==> src/rtl/nn_output_writeback.sv <==
// nn_output_writeback: requantizes signed 32-bit accumulator results to int8, packs four per word
// and drains packed words through a FIFO to a byte-strobed memory port. Build option: NN_WB_RELU_EN.
module nn_output_writeback #(
    parameter int FIFO_DEPTH = 8,
    parameter int ADDR_WIDTH = 32
) (
    input  logic                  clk,
    input  logic                  resetn,
    input  logic                  start,
    input  logic [ADDR_WIDTH-1:0] base_addr,
    input  logic [31:0]           total_outputs,
    input  logic [4:0]            shift_amt,
    input  logic                  irq_clear,
    input  logic [31:0]           in_data,
    input  logic                  in_valid,
    output logic                  in_ready,
    output logic [ADDR_WIDTH-1:0] mem_addr,
    output logic [31:0]           mem_data,
    output logic [3:0]            mem_strb,
    output logic                  mem_valid,
    input  logic                  mem_ready,
    output logic                  busy,
    output logic                  done,
    output logic                  interrupt,
    output logic [31:0]           words_written
);

    localparam int PTR_W = (FIFO_DEPTH > 1) ? $clog2(FIFO_DEPTH) : 1;
    localparam int PW    = ADDR_WIDTH + 36;
    localparam logic [PTR_W:0] DEPTH_C = (PTR_W+1)'(FIFO_DEPTH);

    typedef enum logic [1:0] {ST_IDLE = 2'd0, ST_RUN = 2'd1, ST_FLUSH = 2'd2, ST_DONE = 2'd3} state_t;

    // Rounding arithmetic shift followed by saturation to the int8 (or ReLU) range.
    function automatic logic [7:0] requant(input logic [31:0] d, input logic [4:0] sh);
        logic signed [33:0] ext;
        logic signed [33:0] rnd;
        logic signed [33:0] shf;
        logic [7:0]         q;
        ext = {{2{d[31]}}, d};
        rnd = (sh != 5'd0) ? (34'sd1 <<< (sh - 5'd1)) : 34'sd0;
        shf = (ext + rnd) >>> sh;
        if (shf > 34'sd127) q = 8'h7F;
`ifdef NN_WB_RELU_EN
        else if (shf < 34'sd0) q = 8'h00;
`else
        else if (shf < -34'sd128) q = 8'h80;
`endif
        else q = shf[7:0];
        return q;
    endfunction

    state_t                state_r, state_s;
    logic [ADDR_WIDTH-1:0] base_r;
    logic [31:0]           total_r, elem_cnt_r, word_idx_r, words_written_r;
    logic [4:0]            shift_r;
    logic [31:0]           pack_data_r, merged_data_s;
    logic [3:0]            pack_strb_r, merged_strb_s;
    logic [PW-1:0]         body_r [FIFO_DEPTH];
    logic [PTR_W-1:0]      wr_ptr_r, rd_ptr_r;
    logic [PTR_W:0]        body_cnt_r;
    logic                  mem_valid_r, irq_r;
    logic [ADDR_WIDTH-1:0] mem_addr_r;
    logic [31:0]           mem_data_r;
    logic [3:0]            mem_strb_r;
    logic [PW-1:0]         push_payload_s;
    logic [1:0]            lane_s;
    logic [7:0]            q_s;
    logic start_ok_s, fifo_full_s, in_ready_s, accept_s, last_s, push_s, pop_s;
    logic head_free_s, head_from_body_s, head_from_push_s, body_push_s;

    // Handshake, packing and FIFO steering decisions. The head register counts as one FIFO entry.
    always_comb begin
        start_ok_s    = start && (state_r == ST_IDLE);
        fifo_full_s   = (body_cnt_r + {{PTR_W{1'b0}}, mem_valid_r}) == DEPTH_C;
        in_ready_s    = (state_r == ST_RUN) && !fifo_full_s && (elem_cnt_r < total_r);
        accept_s      = in_valid && in_ready_s;
        last_s        = (elem_cnt_r + 32'd1) == total_r;
        lane_s        = elem_cnt_r[1:0];
        q_s           = requant(in_data, shift_r);
        merged_data_s = pack_data_r;
        merged_strb_s = pack_strb_r;
        merged_data_s[8*lane_s +: 8] = q_s;
        merged_strb_s[lane_s]        = 1'b1;
        push_s         = accept_s && ((lane_s == 2'd3) || last_s);
        push_payload_s = {base_r + ADDR_WIDTH'({word_idx_r, 2'b00}), merged_data_s, merged_strb_s};
        pop_s            = mem_valid_r && mem_ready;
        head_free_s      = !mem_valid_r || pop_s;
        head_from_body_s = head_free_s && (body_cnt_r != '0);
        head_from_push_s = head_free_s && (body_cnt_r == '0) && push_s;
        body_push_s      = push_s && !head_from_push_s;
    end

    // Next-state logic; FLUSH is entered on the edge that accepts the final element.
    always_comb begin
        state_s = state_r;
        case (state_r)
            ST_IDLE: begin
                if (start_ok_s) state_s = (total_outputs == 32'd0) ? ST_DONE : ST_RUN;
                else            state_s = ST_IDLE;
            end
            ST_RUN: begin
                if ((accept_s && last_s) || (elem_cnt_r == total_r)) state_s = ST_FLUSH;
                else                                                 state_s = ST_RUN;
            end
            ST_FLUSH: begin
                if ((body_cnt_r == '0) && head_free_s) state_s = ST_DONE;
                else                                   state_s = ST_FLUSH;
            end
            ST_DONE: state_s = ST_IDLE;
            default: state_s = ST_IDLE;
        endcase
    end

    // State register.
    always_ff @(posedge clk or negedge resetn) begin
        if (!resetn) state_r <= ST_IDLE;
        else         state_r <= state_s;
    end

    // Job configuration, element/word counters and the partial-word pack register.
    always_ff @(posedge clk or negedge resetn) begin
        if (!resetn) begin
            base_r <= '0; total_r <= 32'd0; shift_r <= 5'd0;
            elem_cnt_r <= 32'd0; word_idx_r <= 32'd0; words_written_r <= 32'd0;
            pack_data_r <= 32'd0; pack_strb_r <= 4'd0;
        end else if (start_ok_s) begin
            base_r     <= {base_addr[ADDR_WIDTH-1:2], 2'b00};
            total_r    <= total_outputs;
            shift_r    <= shift_amt;
            elem_cnt_r <= 32'd0; word_idx_r <= 32'd0; words_written_r <= 32'd0;
            pack_data_r <= 32'd0; pack_strb_r <= 4'd0;
        end else begin
            if (accept_s) begin
                elem_cnt_r <= elem_cnt_r + 32'd1;
                if (push_s) begin
                    word_idx_r  <= word_idx_r + 32'd1;
                    pack_data_r <= 32'd0;
                    pack_strb_r <= 4'd0;
                end else begin
                    pack_data_r <= merged_data_s;
                    pack_strb_r <= merged_strb_s;
                end
            end
            if (pop_s) words_written_r <= words_written_r + 32'd1;
        end
    end

    // FIFO body pointers and occupancy.
    always_ff @(posedge clk or negedge resetn) begin
        if (!resetn) begin
            wr_ptr_r <= '0; rd_ptr_r <= '0; body_cnt_r <= '0;
        end else begin
            if (body_push_s)      wr_ptr_r <= wr_ptr_r + PTR_W'(1);
            if (head_from_body_s) rd_ptr_r <= rd_ptr_r + PTR_W'(1);
            case ({body_push_s, head_from_body_s})
                2'b10:   body_cnt_r <= body_cnt_r + (PTR_W+1)'(1);
                2'b01:   body_cnt_r <= body_cnt_r - (PTR_W+1)'(1);
                default: body_cnt_r <= body_cnt_r;
            endcase
        end
    end

    // FIFO body storage (payload only, no reset needed).
    always_ff @(posedge clk) begin
        if (body_push_s) body_r[wr_ptr_r] <= push_payload_s;
    end

    // Registered show-ahead head; an empty FIFO lets a fresh push bypass straight to the port.
    always_ff @(posedge clk or negedge resetn) begin
        if (!resetn) begin
            mem_valid_r <= 1'b0; mem_addr_r <= '0; mem_data_r <= 32'd0; mem_strb_r <= 4'd0;
        end else if (head_from_body_s) begin
            mem_valid_r <= 1'b1;
            {mem_addr_r, mem_data_r, mem_strb_r} <= body_r[rd_ptr_r];
        end else if (head_from_push_s) begin
            mem_valid_r <= 1'b1;
            {mem_addr_r, mem_data_r, mem_strb_r} <= push_payload_s;
        end else if (pop_s) begin
            mem_valid_r <= 1'b0; mem_addr_r <= '0; mem_data_r <= 32'd0; mem_strb_r <= 4'd0;
        end
    end

    // Sticky completion flag; setting in DONE takes priority over clearing.
    always_ff @(posedge clk or negedge resetn) begin
        if (!resetn)                 irq_r <= 1'b0;
        else if (state_r == ST_DONE) irq_r <= 1'b1;
        else if (irq_clear)          irq_r <= 1'b0;
    end

    assign in_ready      = in_ready_s;
    assign mem_valid     = mem_valid_r;
    assign mem_addr      = mem_addr_r;
    assign mem_data      = mem_data_r;
    assign mem_strb      = mem_strb_r;
    assign busy          = (state_r == ST_RUN) || (state_r == ST_FLUSH);
    assign done          = (state_r == ST_DONE);
    assign interrupt     = irq_r;
    assign words_written = words_written_r;

endmodule
==> config.mk <==
export PLATFORM = sky130hd
export DESIGN_NAME = nn_output_writeback
export DESIGN_NICKNAME = d
export VERILOG_FILES = /design/src/rtl/nn_output_writeback.sv
export SDC_FILE = /design/constraint.sdc
export NUM_CORES = 1
export LEC_CHECK = 0
export ABC_AREA = 1
export CAP_MARGIN = 20
export CORE_MARGIN = 10
export CORE_UTILIZATION = 45
export DETAILED_ROUTE_END_ITERATION = 16
export GPL_TIMING_DRIVEN = 0
export REMOVE_ABC_BUFFERS = 1
export SYNTH_ARGS = -nofsm -noshare
export SYNTH_HDL_FRONTEND = slang
export SYNTH_SLANG_ARGS = --single-unit
==> constraint.sdc <==
create_clock -name clk -period 11.29 [get_ports clk]
set_clock_uncertainty 0.05 [all_clocks]
set_input_delay 2.258 -clock clk [delete_from_list [all_inputs] [get_ports clk]]
set_output_delay 2.258 -clock clk [all_outputs]
set_load 0.01 [all_outputs]
Yosys cells after proc, flatten, opt, wreduce, memory -nomap -nowiden
Memories as Yosys holds them, arrays and structs flattened.
Cells that the tools add are included.
{ "totals": {"mem_count": 1, "out_inout_bits": 105, "wordCells": 120, "regBits": 281, "latch_bits": 0, "ramBits": 544, "in_bits": 107, "romBits": 0} }
{ "memory_table": {"columns": ["name", "words", "width", "read_ports", "rd_clocked_by_memory_dff", "write_ports", "line_no", "source"], "rows": [
  ["body_r", 8, 68, 1, 0, 1, "59", "logic [PW-1:0] body_r [FIFO_DEPTH];"]
]} }
{ "op_classes": {"n_lt_le_gt_ge": 5, "mux": 40, "div_mod_pow": 0, "shifts": 4, "eq_ne": 9, "bitwise": 1, "n_addsub": 12, "reduce_logical": 31, "mul": 0} }
{ "op_table": {"columns": ["cell", "n"], "rows": [
  ["$mux 32", 15],
  ["$add 32x1->32 const B", 3],
  ["$eq 32x32->1", 2],
  ["$add 32x34->34", 1],
  ["$gt 34x8->1 const B", 1],
  ["$lt 34x8->1 const B", 1],
  ["$mux 34", 1],
  ["$neg 5->34", 1],
  ["$shift 8x34->32 const A", 1],
  ["$shiftx 8x34->32", 1],
  ["$sshl 2x5->34 const A", 1],
  ["$sshr 34x5->34", 1],
  ["$add 32x32->32", 1],
  ["$bwmux 32", 1],
  ["$logic_not 32->1", 1],
  ["$lt 32x32->1", 1],
  ["$mux 4", 6],
  ["$mux 8", 2],
  ["$logic_and 1x1->1", 12],
  ["$reduce_bool 2->1", 5],
  ["$mux 1", 9],
  ["$eq 2x2->1 const B", 4],
  ["$pmux 2 s4", 1],
  ["$pmux 4 s2", 1],
  ["20 further kinds", 29]
]} }

Depth between registers and ports, before layout
Gate-level depths: netlist (run 1).
{ "depth": {"ltp_word": 13, "ltp_mapped": 43, "mapped_depth_nobuf": 40} }

Worst setup path after synthesis (run 1)
OpenSTA, ideal clock, no wires.
{ "synth_path": {"kind": "input-to-reg", "start": "input port in_valid", "end": "memory body_r[0][0] (netlist name) (enable)", "arrival_time_ns": 7.574, "stages": 7, "n_path_buf": 0, "setup_ns": 0.571, "setup_slack_ns": 3.095, "t_required_ns": 10.669, "cell_sequence": "nand2_1 > inv_1 > nand3_2 > o21ai_4 > nand2_1 > or2_1 > nor3_1"} }
{ "synth_between": {"elab_chain_cells": 7} }
{ "synth_rtl": {"columns": ["item", "line_no", "source"], "rows": [
  ["start: declaration", "15", "input logic in_valid,"],
  ["$logic_and 1x1->1 *", "77", "accept_s = in_valid && in_ready_s;"],
  ["$logic_and 1x1->1 *", "85", "push_s = accept_s && ((lane_s == 2'd3) || last_s);"],
  ["$logic_and 1x1->1", "90", "head_from_push_s = head_free_s && (body_cnt_r == '0) && push_s;"],
  ["$logic_not 1->1", "91", "body_push_s = push_s && !head_from_push_s;"],
  ["$logic_and 1x1->1 *", "91", null],
  ["$mux 1 *", "166", "if (body_push_s) body_r[wr_ptr_r] <= push_payload_s;"],
  ["$mux 1 (not written as such) *", "166", null],
  ["end: declaration", "59", null]
]} }
Every way passes the cells marked *; elsewhere a longest branch is shown, timed or not.

Final worst setup path (run 1)
{ "layout_path": {"start": "register shift_r[0]", "end": "memory body_r[7][26] (netlist name), data pin"} }
{ "layout_between": {"elab_chain_cells": 10, "elab_cells_between_ends": 12, "classes_between": "add/sub (2); order compare (2); shift (3); mux (4); reduce/logical (1)"} }
{ "layout_rtl": {"columns": ["item", "line_no", "source"], "rows": [
  ["start: declaration", "56", "logic [4:0] shift_r;"],
  ["start signal: assignment", "130", "shift_r <= shift_amt;"],
  ["$sub 5x1->5", "41", "rnd = (sh != 5'd0) ? (34'sd1 <<< (sh - 5'd1)) : 34'sd0;"],
  ["$sshl 2x5->34", "41", null],
  ["$mux 34", "41", null],
  ["$add 32x34->34", "42", "shf = (ext + rnd) >>> sh;"],
  ["$sshr 34x5->34 *", "42", null],
  ["$lt 34x8->1", "47", "else if (shf < -34'sd128) q = 8'h80;"],
  ["$mux 8", "47", null],
  ["$mux 8 *", "43", "if (shf > 34'sd127) q = 8'h7F;"],
  ["$shiftx 8x34->32 *", "83", "merged_data_s[8*lane_s +: 8] = q_s;"],
  ["$bwmux 32 *", "83", null],
  ["net merged_data_s[22]", "57", "logic [31:0] pack_data_r, merged_data_s;"]
]} }
The timed path passes the listed nets; every way through them passes the cells marked *.

==> results.yml, run 1 <==
timing:
  report.final.hold_viol_count: 0
  finalCritPeriodShare_pct: 60.6
  final-setup-viol-count: 0
  slew-limit-headroom_pct: 21.1
  timing.final.max_slew_violations: 0
  rsz0062_at_grt: "false"
  setup_tns_final_ps: 0
  hold-worst-slack_ps: 429
  timing_worst_slew_pin_value_ps: 1180
  period_minus_slack_ps: 6840
  timing.fmax_mhz: 146
floorplan:
  floorplan.rows: 110
  design.portCount: 212
  initial_core_util_pct: 45.3
  die_width_um: 321
  die_area_um2: 103000
  design.core.area_um2: 90000
  dieHeight_um: 321
power:
  total_switching_power_mw: 4.21
  power.density_cell_area_nw_per_um2: 227
  peakVddDrop_v: 0.000218
  power.share.switching_pct: 38.6
  share_comb_of_total_power_pct: 36.6
  p_leak_nw: 19.2
  clkPwrFrac_pct: 27.1
  total_power_mw: 10.9
  seqPwrFrac_pct: 36.3
  internal_power_mw: 6.68
logic_synthesis:
  synthDistinctLibCells: 60
  syn_avg_cell_area_um2: 9.15
  synth_enable_flop_cells: 528
  yosys_register_bits: 805
  async_sr_flop_fraction_pct: 34.4
  total_standard_cell_area_after_synthesis_um2: 40800
  yosysWarningCount: 0
  synth-main-ff-cell: "sky130_fd_sc_hd__edfxtp_1"
  synth_cells: 4456
  synth-seq-area-share_pct: 55.9
status:
  outcome: "completed"
critical_path:
  critPathMaxStageDelay_ps: 910
  critical_path.slowest_cell: "sky130_fd_sc_hd__clkinv_1"
  timing.critical_path.to_type: "register"
  arrival_ps: 7140
  path_class: "register to register"
  path_max_fanout: 35
  r2r-end: "body_r[7][26]$_DFFE_PP_"
  crit_path_end: "body_r[7][26]$_DFFE_PP_"
  regToRegSetupSlack_ps: 4450
  worst_setup_path_startpoint: "shift_r[0]$_DFFE_PN0P_"
  critical_path_required_ps: 11590
  timing.rr.start: "shift_r[0]$_DFFE_PN0P_"
  crit_top_cell: "sky130_fd_sc_hd__nand2_1"
  critical_path.startpoint_type: "register"
  worstRegToRegCells: 34
clock_network:
  cts.clk_slew.worst_paths_ps: 60
  ctsRootBufferMaster: "sky130_fd_sc_hd__clkbuf_16"
  cts_setup_buffers: 0
  cts_tree: "yes"
  number_of_levels_the_h_tree_was_split_into: 3
  hold_buffers: 0
  ctsResizeCount: 0
  clock_sink_count: 805
  clk_path_buf_depth: 3
  clock_insertion_delay_worst_skew_ps: 660
  cts-buffers-inserted: 88
layout:
  layout_commonest_cell: "sky130_fd_sc_hd__nand2_1"
  commonest_cells_after_routing_fill_and_taps_aside: "1063 x sky130_fd_sc_hd__nand2_1, 528 x sky130_fd_sc_hd__edfxtp_1, 449 x sky130_fd_sc_hd__nor2_1, 389 x sky130_fd_sc_hd__o21ai_0, 377 x sky130_fd_sc_hd__inv_1"
  final_area_um2: 47900
  flow.area_growth_from_synthesis_pct: 17.5
  fin_nets: 4842
  drive_above_1_share_pct: 5.50
global_route:
  number_of_antenna_violations_at_the_first_check_in_global_routing: 1
  global_route.usage.total_pct: 22.2
  grt_max_degree: 149
  first_pass_grt_wire_length_um: 181000
  first_global_vias: 31197
  gr-total-overflow: 0
detailed_routing:
  antenna_left: 0
  vias: 32436
  drt-wirelength-per-cell_um: 19.9
  wl_um: 117000
  firstDrtPassIters: 5
  drtIter0Drc: 2916
  drc_errors: 0
  routed_via_density: 5.53
job:
  max-cap-violations: 0
min_path:
  hold_path_class: "register to register"
place:
  placed_instance_area_um2: 44900
  globalplace.congestion: 0.920
  place.port_buffers: 207
  post-dp-hpwl_um: 78100
==> critical path: cells and delay by family, from the launching register on <==
| family | cells | cell delay (ps) |
|---|---|---|
| adder cells (fa/ha/maj) | 2 | 520 |
| buffers and inverters | 3 | 1140 |
| flip-flops | 1 | 560 |
| AND/OR/NAND/NOR | 28 | 3810 |
| AO/OA/AOI/OAI | 1 | 470 |
==> sequential cells by signal, indices dropped and copies added, names as in the netlist <==
signal and flops:
base_r 30, body_cnt_r 4, body_r 528, elem_cnt_r 32
interrupt 1, mem_addr 30, mem_data 32, mem_strb 4
mem_valid 1, pack_data_r 32, pack_strb_r 4, rd_ptr_r 3
shift_r 5, state_r 2, total_r 32, word_idx_r 30
words_written 32, wr_ptr_r 3
==> power by group through the flow <==
stage	Combinational, mW	Sequential, mW	Clock (mW)
after floorplan	2.32	4.00	0
after global placement	3.62	4.21	0
after detailed placement	3.94	4.01	0
after CTS	3.96	3.95	3.01
after global routing	4.44	3.98	3.13
final	3.99	3.95	2.95
==> metrics by stage <==
stage          setup slack (ps)  util [%]  instances
2_1_floorplan              1300         -       4253
3_3_place_gp              -9450      48.3       5636
3_5_place_dp               4250      49.8       5698
4_1_cts                    4600      53.2       5861
5_1_grt                    3700      53.2       5865
6_report                   4450      53.2       5866
==> kinds of logic after synthesis <==
family | synth area share (%)
compound gates | 11.0
xor+xnor | 2.30
fa+ha+maj | 3.71
buf+inv | 5.72
flops | 55.9
mux | 0.0246
other cells | 0.0184
simple gates | 21.3
==> per-layer routing <==
| metal | up-vias | GRT usage, % | share of wire, % |
|---|---|---|---|
| met5 | - | 0 | 0.010 |
| li1 | 15662 | - | - |
| met2 | 953 | 34.8 | 45 |
| met1 | 15643 | 31.9 | 46 |
| met4 | 2 | 5.92 | 2.2 |
| met3 | 176 | 3.06 | 6.3 |
==> final cells by class <==
class / instances / area [um^2]
Sequential cell: 805 / 22800
Clock buffer: 118 / 2410
Clock inverter: 45 / 583
Timing Repair Buffer: 273 / 3410
Inverter: 391 / 1490
Multi-Input combinational cell: 3057 / 15700
Tap cell: 1176 / 1470
Fill cell: 8278 / 42100
Antenna cell: 1 / 2.50
==> Yosys cell counts (all sizes together) (30+ instances only) <==
cell    number  share of area [%]
nor3        61               0.84
nand2     1073                 10
edfxtp     528                 39
o221ai     104                2.2
o22ai       59               0.91
nor4        30               0.51
nand4       58               0.91
ha         116                3.6
buf         49               0.68
o211ai      43               0.79
o21ai      422                5.2
xor2        92                2.0
inv        387                3.6
nand3      357                4.4
nor2       463                4.3
clkbuf     156                1.4
a21oi       94                1.2
dfrtp      277                 17
==> worst min-delay path by stage <==
stage	cells after the start	slack [ps]	from	to
5_1_grt	2	450	pack_data_r[27]$_DFFE_PN0P_	pack_data_r[27]$_DFFE_PN0P_
4_1_cts	2	430	pack_data_r[27]$_DFFE_PN0P_	pack_data_r[27]$_DFFE_PN0P_
6_report	2	430	pack_data_r[8]$_DFFE_PN0P_	pack_data_r[8]$_DFFE_PN0P_
3_5_place_dp	2	420	pack_data_r[27]$_DFFE_PN0P_	pack_data_r[27]$_DFFE_PN0P_
2_1_floorplan	2	400	pack_data_r[10]$_DFFE_PN0P_	pack_data_r[10]$_DFFE_PN0P_
3_3_place_gp	2	410	pack_data_r[29]$_DFFE_PN0P_	pack_data_r[29]$_DFFE_PN0P_
(Power assumes the default switching activity.)
==> run 2, diff against run 1 <==
- clock period: 11.29 -> 7 ns (I/O delays scaled with it)
==> results.yml, run 2 (synthesis gave the netlist of run 1 again) <==
critical_path:
  path_max_fanout: 18
  timing.critical_path.to_type: "register"
  path_class: "register to register"
  critPathMaxStageDelay_ps: 650
  critical_path.slowest_cell: "sky130_fd_sc_hd__dfrtp_1"
  critical_path.startpoint_type: "register"
  arrival_ps: 6630
  critical_path_required_ps: 7300
  crit_top_cell: "sky130_fd_sc_hd__nand2_1"
detailed_routing:
  antenna_left: 0
  vias: 32430
  drt-wirelength-per-cell_um: 19.9
  drc_errors: 0
  firstDrtPassIters: 5
  routed_via_density: 5.53
  drtIter0Drc: 3159
  wl_um: 117000
power:
  p_leak_nw: 19.2
  peakVddDrop_v: 0.000354
  power.density_cell_area_nw_per_um2: 367
floorplan:
  design.portCount: 212
  die_area_um2: 103000
  dieHeight_um: 321
  floorplan.rows: 110
  die_width_um: 321
  design.core.area_um2: 90000
  initial_core_util_pct: 45.3
layout:
  flow.area_growth_from_synthesis_pct: 17.5
  final_area_um2: 47900
  antenna_cells_inserted: 0
  number_of_flip_flops_in_the_largest_register: 528
  layout_commonest_cell: "sky130_fd_sc_hd__nand2_1"
  commonest_cells_after_routing_fill_and_taps_aside: "1063 x sky130_fd_sc_hd__nand2_1, 528 x sky130_fd_sc_hd__edfxtp_1, 449 x sky130_fd_sc_hd__nor2_1, 389 x sky130_fd_sc_hd__o21ai_0, 376 x sky130_fd_sc_hd__inv_1"
  seq_area_um2: 22800
  multi_input_comb_area_um2: 15700
  drive_above_1_share_pct: 5.61
  largest_register: "body_r"
  fin_nets: 4843
  final.fill_count: 8277
  stdcell_count: 5866
timing:
  finalCritPeriodShare_pct: 90.4
  timing_worst_slew_pin_value_ps: 1180
  rsz0062_at_grt: "false"
  final-setup-viol-count: 0
  report.final.hold_viol_count: 0
  timing.final.max_slew_violations: 0
  slew-limit-headroom_pct: 21.1
  period_minus_slack_ps: 6330
  timing.fmax_mhz: 158
global_route:
  grt_max_degree: 149
  number_of_antenna_violations_at_the_first_check_in_global_routing: 1
  first_pass_grt_wire_length_um: 181000
  global_route.usage.total_pct: 22.2
  first_global_vias: 31197
  gr-total-overflow: 0
place:
  place.detailed.instances: 5698
  globalplace.congestion: 0.920
  place.port_buffers: 207
  placed_instance_area_um2: 44900
  post-dp-hpwl_um: 78100
clock_network:
  number_of_levels_the_h_tree_was_split_into: 3
  clk_path_buf_depth: 3
  cts.clk_slew.worst_paths_ps: 60
  ctsRootBufferMaster: "sky130_fd_sc_hd__clkbuf_16"
  clock_insertion_delay_worst_skew_ps: 660
  cts-buffers-inserted: 88
  cts_tree: "yes"
  clock_sink_count: 805
status:
  outcome: "completed"
job:
  max-cap-violations: 0
min_path:
  hold_path_class: "register to register"
-- run 2: cell count changes in the layout (fill, tap and decap cells not counted) --
cell,change
sky130_fd_sc_hd__clkinvlp_4,+3
sky130_fd_sc_hd__clkinv_1,-2
sky130_fd_sc_hd__clkinvlp_2,+1
sky130_fd_sc_hd__dfrtp_1,-1
sky130_fd_sc_hd__dfrtp_2,+1
sky130_fd_sc_hd__diode_2,-1
sky130_fd_sc_hd__inv_1,-1
-- run 2: worst paths after layout --
path	startpoint	endpoint	slack [ps]	depth (start not counted)
min in group asynchronous	resetn	mem_addr[29]$_DFFE_PN0P_	530	1
setup reg to reg	shift_r[0]$_DFFE_PN0P_	body_r[7][26]$_DFFE_PP_	670	34
setup / recovery	shift_r[0]$_DFFE_PN0P_	body_r[7][26]$_DFFE_PP_	670	34
hold reg to reg	pack_data_r[8]$_DFFE_PN0P_	pack_data_r[8]$_DFFE_PN0P_	430	2
max in group asynchronous	resetn	shift_r[4]$_DFFE_PN0P_	5110	3
hold / removal	pack_data_r[8]$_DFFE_PN0P_	pack_data_r[8]$_DFFE_PN0P_	430	2
-- run 2: timing repair --
item,4_1_cts,5_1_grt
setup buffers,0,0
hold buffers,0,0
setup endpoints to repair,0,280
resized for setup,0,4
-- run 2: stage by stage --
| step | hold slack, ps | setup TNS [ps] | power [mW] | setup WS (ps) | utilization (%) |
|---|---|---|---|---|---|
| 4_1_cts | 432 | 0 | 17.6 | 314 | 53.2 |
| 5_1_grt | 447 | 0 | 18.6 | 16.3 | 53.2 |
| 3_3_place_gp | 412 | -6523960 | 12.6 | -13740 | 48.3 |
| 2_1_floorplan | 400 | -378650 | 10.2 | -2990 | - |
| 6_report | 430 | 0 | 17.6 | 669 | 53.2 |
| 3_5_place_dp | 416 | 0 | 12.8 | 291 | 49.8 |
-- run 2: final cells by class --
class	instances	share of cell area (%)
clock buffers	118	5.04
clock inverters	45	1.22
inverters	391	3.14
multi-input cells	3057	32.8
flip-flops and latches	805	47.6
well taps	1176	3.07
repair buffers	273	7.12
repair inverters	1	0.0104
-- run 2: metal layers --
metal	wire (um)	GRT usage, %	vias to the layer above
met5	12	0	-
met3	7720	3.06	174
met4	2560	5.92	2
met1	53700	31.9	15585
met2	52700	34.8	1013
li1	-	-	15656
-- run 2: where the power goes --
group | leakage [nW] | internal [mW] | switching (mW) | total [mW]
Combinational | 9.49 | 2.21 | 4.23 | 6.44
Sequential | 8.25 | 5.79 | 0.585 | 6.37
Clock | 1.46 | 2.79 | 1.98 | 4.77
-- run 2: worst max-delay path: cells and delay by family (launching register included) --
family / cells / cell delay [ps]
AND/OR/NAND/NOR: 28 / 3600
buffers and inverters: 3 / 760
flip-flops: 1 / 650
adder cells (fa/ha/maj): 2 / 510
AO/OA/AOI/OAI: 1 / 470
